===== src/rtl/pc_fetch_seq.sv =====
// Fetch sequencer: owns the program counter, issues instruction-memory
// requests and hands each fetched word, tagged with its PC, to decode over a
// valid/ready handshake. A redirect reloads the PC and flushes the buffered
// instruction.
module pc_fetch_seq #(
    parameter logic [31:0] RESET_PC = 32'h0040_0000
) (
    input  logic        CLK,
    input  logic        RST_n,
    input  logic        ena,
    input  logic        redirect,
    input  logic [31:0] redirect_pc,
    output logic        imem_req,
    output logic [31:0] imem_addr,
    input  logic        imem_ack,
    input  logic [31:0] imem_rdata,
    output logic        inst_valid,
    output logic [31:0] inst_data,
    output logic [31:0] inst_pc,
    input  logic        inst_ready,
    output logic [31:0] pc_out
);

    typedef enum logic [1:0] {
        IDLE = 2'd0,
        REQ  = 2'd1,
        HOLD = 2'd2
    } state_t;

    state_t      state_r;
    logic [31:0] pc_r;
    logic [31:0] data_r;
    logic [31:0] ipc_r;
    logic        req_r;
    logic        valid_r;

    // Word-align a PC by clearing its byte-offset bits.
    function automatic logic [31:0] align_pc(input logic [31:0] pc);
        return {pc[31:2], 2'b00};
    endfunction

    // Next sequential PC; wraps modulo 2^32 with no flag.
    function automatic logic [31:0] next_pc(input logic [31:0] pc);
        return pc + 32'd4;
    endfunction

    // The target's byte-offset bits are deliberately discarded.
    logic unused_offset_s;
    assign unused_offset_s = ^redirect_pc[1:0];

    // Sequencer FSM: PC, request strobe and decode buffer all update here.
    always_ff @(posedge CLK or negedge RST_n) begin
        if (!RST_n) begin
            state_r <= IDLE;
            pc_r    <= RESET_PC;
            data_r  <= 32'd0;
            ipc_r   <= 32'd0;
            req_r   <= 1'b0;
            valid_r <= 1'b0;
        end else if (redirect) begin
            // Redirect wins over ack and handshake. An abandoned request
            // re-enters through IDLE so the request strobe drops for a cycle.
            pc_r    <= align_pc(redirect_pc);
            valid_r <= 1'b0;
            if ((state_r == REQ) || !ena) begin
                state_r <= IDLE;
                req_r   <= 1'b0;
            end else begin
                state_r <= REQ;
                req_r   <= 1'b1;
            end
        end else begin
            case (state_r)
                IDLE: begin
                    if (ena) begin
                        state_r <= REQ;
                        req_r   <= 1'b1;
                    end else begin
                        state_r <= IDLE;
                        req_r   <= 1'b0;
                    end
                end
                REQ: begin
                    // ena is not consulted: an issued request always completes.
                    if (imem_ack) begin
                        data_r  <= imem_rdata;
                        ipc_r   <= pc_r;
                        valid_r <= 1'b1;
                        pc_r    <= next_pc(pc_r);
                        state_r <= HOLD;
                        req_r   <= 1'b0;
                    end else begin
                        state_r <= REQ;
                        req_r   <= 1'b1;
                    end
                end
                HOLD: begin
                    if (valid_r && inst_ready) begin
                        valid_r <= 1'b0;
                        if (ena) begin
                            state_r <= REQ;
                            req_r   <= 1'b1;
                        end else begin
                            state_r <= IDLE;
                            req_r   <= 1'b0;
                        end
                    end else begin
                        state_r <= HOLD;
                        req_r   <= 1'b0;
                    end
                end
                default: begin
                    state_r <= IDLE;
                    req_r   <= 1'b0;
                    valid_r <= 1'b0;
                end
            endcase
        end
    end

    assign imem_req   = req_r;
    assign imem_addr  = pc_r;
    assign pc_out     = pc_r;
    assign inst_valid = valid_r;
    assign inst_data  = data_r;
    assign inst_pc    = ipc_r;

endmodule


===== config.mk =====
export PLATFORM = sky130hd
export DESIGN_NAME = pc_fetch_seq
export DESIGN_NICKNAME = d
export VERILOG_FILES = /design/src/rtl/pc_fetch_seq.sv
export SDC_FILE = /design/constraint.sdc
export NUM_CORES = 1
export LEC_CHECK = 0
export BUFFER_PORTS_ARGS = -buffer_cell sky130_fd_sc_hd__buf_2
export CAP_MARGIN = 20
export CORE_MARGIN = 2
export CORE_UTILIZATION = 51
export DETAILED_ROUTE_END_ITERATION = 10
export HOLD_SLACK_MARGIN = 0.1
export PLACE_DENSITY = 0.92
export SYNTH_ARGS = -nofsm -noshare
export SYNTH_HDL_FRONTEND = slang
export SYNTH_SLANG_ARGS = --single-unit

===== constraint.sdc =====
create_clock -name CLK -period 4.2 [get_ports CLK]
set_input_delay 0.84 -clock CLK [delete_from_list [all_inputs] [get_ports CLK]]
set_output_delay 0.84 -clock CLK [all_outputs]
set_load 0.005 [all_outputs]

==> out/results.ini <==
[sta]
slew_violations=0
rsz0062_at_grt=no
worst_pin_slew_ps=898.5
tns_ps=0
period_minus_slack_ps=2617
finClkSkew_ps=11.56
max_freq_ghz=0.3822
period_share=0.6230
setup_violations=0
relSlewSlack=0.3996
hold_viol=0

[logic_synthesis]
ys_async_sr_fraction=1.000
synth.avg_cell_area_sq_um=11.39
synth_edf_count=0
synth.top_cell.area_share=0.5281
ys_types=41
synthesis.area_sq_um=4454
syn_inst=391
ys_top_cells_by_area=dfrtp_1 (53%), mux2_2 (16%), buf_4 (6.1%)
synthTopCellsByCount=dfrtp_1 (94), mux2_2 (62), buf_4 (36)
synth_top_area_cell=dfrtp_1
ys_warn_count=0
yosysSeqAreaShare=0.5340
synth_ff_type=dfrtp_1
yosysMostFrequentCell=dfrtp_1
synth-seq-cells=95

[critical_path]
crit_slowest_cell=or4_1
end_kind=register
required_ps=4430
critPathKind=register to register
cp_slowest_stage_delay_ps=800
startpoint_type=register
worstPathMaxFanout=16
cp.arrival_ps=2840
crit_chain=ha_1, nand4b_1, or4_1, o41a_1, o31a_1

[global_route]
grt_pass1_wl_microns=16600
antenna_found_initial=0
grt_pass1_vias=3504
grt_use_total=0.2114
globalRoute.totalOverflow=0
grt_max_degree=82

[routing]
routed_via_density=5.424
wl_per_cell_microns=15.46
wirelength_microns=10170
ant_nets=0
drc=0
first_pass_iters=4
vias=3569
drt_iter0_drc=113

[finish]
n_antenna_cell=0
fillers=686
finish.utilization=0.6357
nNetsFinal=617
drive_gt1_frac=0.5000
syn2layout_area_growth_pct=22.64

[clock_network]
htreeDepth=3
clk_latency_ps=340
ctsResizeCount=0
tritoncts=yes
cts_root_buf=clkbuf_8
clkTransAtPathRegs_ps=90
clock_sinks=95
cts_made_buffers=9
cts_hold_buf=0
cts_buffer_depth=2
cts_setup_buffers=0

[pwr]
clock_power_share=0.201
power.switching_uw=812.7
p_int_uw=1891
leakagePower_uw=0.002531
p_per_area_nw_per_um2=495.0
pwr-share-seq=0.512
power_switching_share=0.3006
combPwrFrac=0.287
irDropWorstVdd_v=0.0003260

[floorplan]
die_area_sq_um=9497
ios=200
initial_core_util=0.5183
core_area_sq_um=8593
rows=34
fp.dieH_microns=97.46
fp.dieW_microns=97.46

[flow_run]
maxCapViolations=0

[placed_design]
globalplace.congestion=0.7858
dp_hpwl_microns=7395
io_buffers=191

[worst_hold_path]
holdCritPathClass=input pin to asynchronous set/reset pin

[status]
status=complete, no violations

==> per-stage QoR <==
| stage | power [uW] | setup WS, ps | hold WS, ps | cells | area, sq um |
|---|---|---|---|---|---|
| after floorplan | 1777 | 1809 | 505.5 | 396 | 4473 |
| after global placement | 2128 | 1371 | 483.7 | 642 | 5261 |
| after detailed placement | 2191 | 1259 | 490.5 | 642 | 5261 |
| after CTS | 2733 | 1573 | 510.1 | 657 | 5435 |
| after global routing | 2867 | 1457 | 424.1 | 658 | 5463 |
| final | 2704 | 1583 | 406.6 | 658 | 5463 |
==> path summary, 6_finish.rpt <==
check	startpoint	to	slack [ps]	cells after the start
max in group asynchronous	RST_n	imem_addr[2]	2920	3
worst max register to register	imem_addr[2]	imem_addr[28]	1580	5
worst min register to register	inst_pc[25]	inst_pc[25]	500	1
min in group CLK	inst_pc[25]	inst_pc[25]	500	1
worst min-delay path	RST_n	inst_pc[21]	410	1
worst max-delay path	imem_addr[2]	imem_addr[28]	1580	5
==> state kept, by name, summed over array words and instances, names as in the netlist <==
register    cells
imem_addr      30
imem_req        1
inst_data      32
inst_valid      1
inst_pc        30
state_r         1
==> cell type report <==
type | instances | area (sq um) | share of cell area
tap | 108 | 135.1 | 0.02474
timing repair buffer | 195 | 1021 | 0.1869
inverter | 8 | 30.03 | 0.005497
clock inverter | 4 | 32.53 | 0.005955
clock buffer | 11 | 141.4 | 0.02588
sequential | 95 | 2379 | 0.4354
multi-input combinational | 237 | 1724 | 0.3156
==> metal layers <==
layer | global-route usage | wire (microns)
met1 | 0.2668 | 4060
met2 | 0.3719 | 5365
met3 | 0.04173 | 638
met4 | 0.05769 | 106
met5 | 0 | 0
==> worst max-delay path: cells and delay by family (launching register included) <==
kind	cells	cell delay (ps)
simple gates	2	1020
compound gates	2	730
flops	1	530
fa+ha+maj	1	220
==> cell usage in the layout (no fill, tap or decap), types with 2 or more instances in the layout <==
cell,n
o31ai_1,6
clkinv_4,2
buf_2,190
clkinvlp_4,2
clkbuf_8,10
o21ai_0,22
a21oi_1,2
o41ai_1,2
and3_1,3
inv_1,8
nor4_1,5
xor2_1,2
dfrtp_1,94
nand4_1,9
nand3_1,8
mux2_2,62
nor2_1,18
a31oi_1,16
xnor2_1,9
or4_1,8
nand2_1,25
o32a_1,2
conb_1,6
or3_1,12
buf_4,3
nor3_1,3
==> cells by family after synthesis <==
kind of cell    after synthesis  synth area share
compound gates               55           0.07697
xor+xnor                     11           0.02163
fa+ha+maj                     1          0.002809
buf+inv                      64           0.08483
flops                        95            0.5340
mux                          63            0.1590
other cells                   1         0.0008419
simple gates                101            0.1199
==> power groups by stage <==
stage | combinational, uW | clock [uW] | sequential, uW
2_1_floorplan | 369 | 0 | 1410
3_3_place_gp | 755 | 0 | 1370
3_5_place_dp | 786 | 0 | 1400
4_1_cts | 787 | 558 | 1390
5_1_grt | 845 | 591 | 1430
6_report | 775 | 544 | 1390
Note: power is estimated with default switching activity, not from simulation.
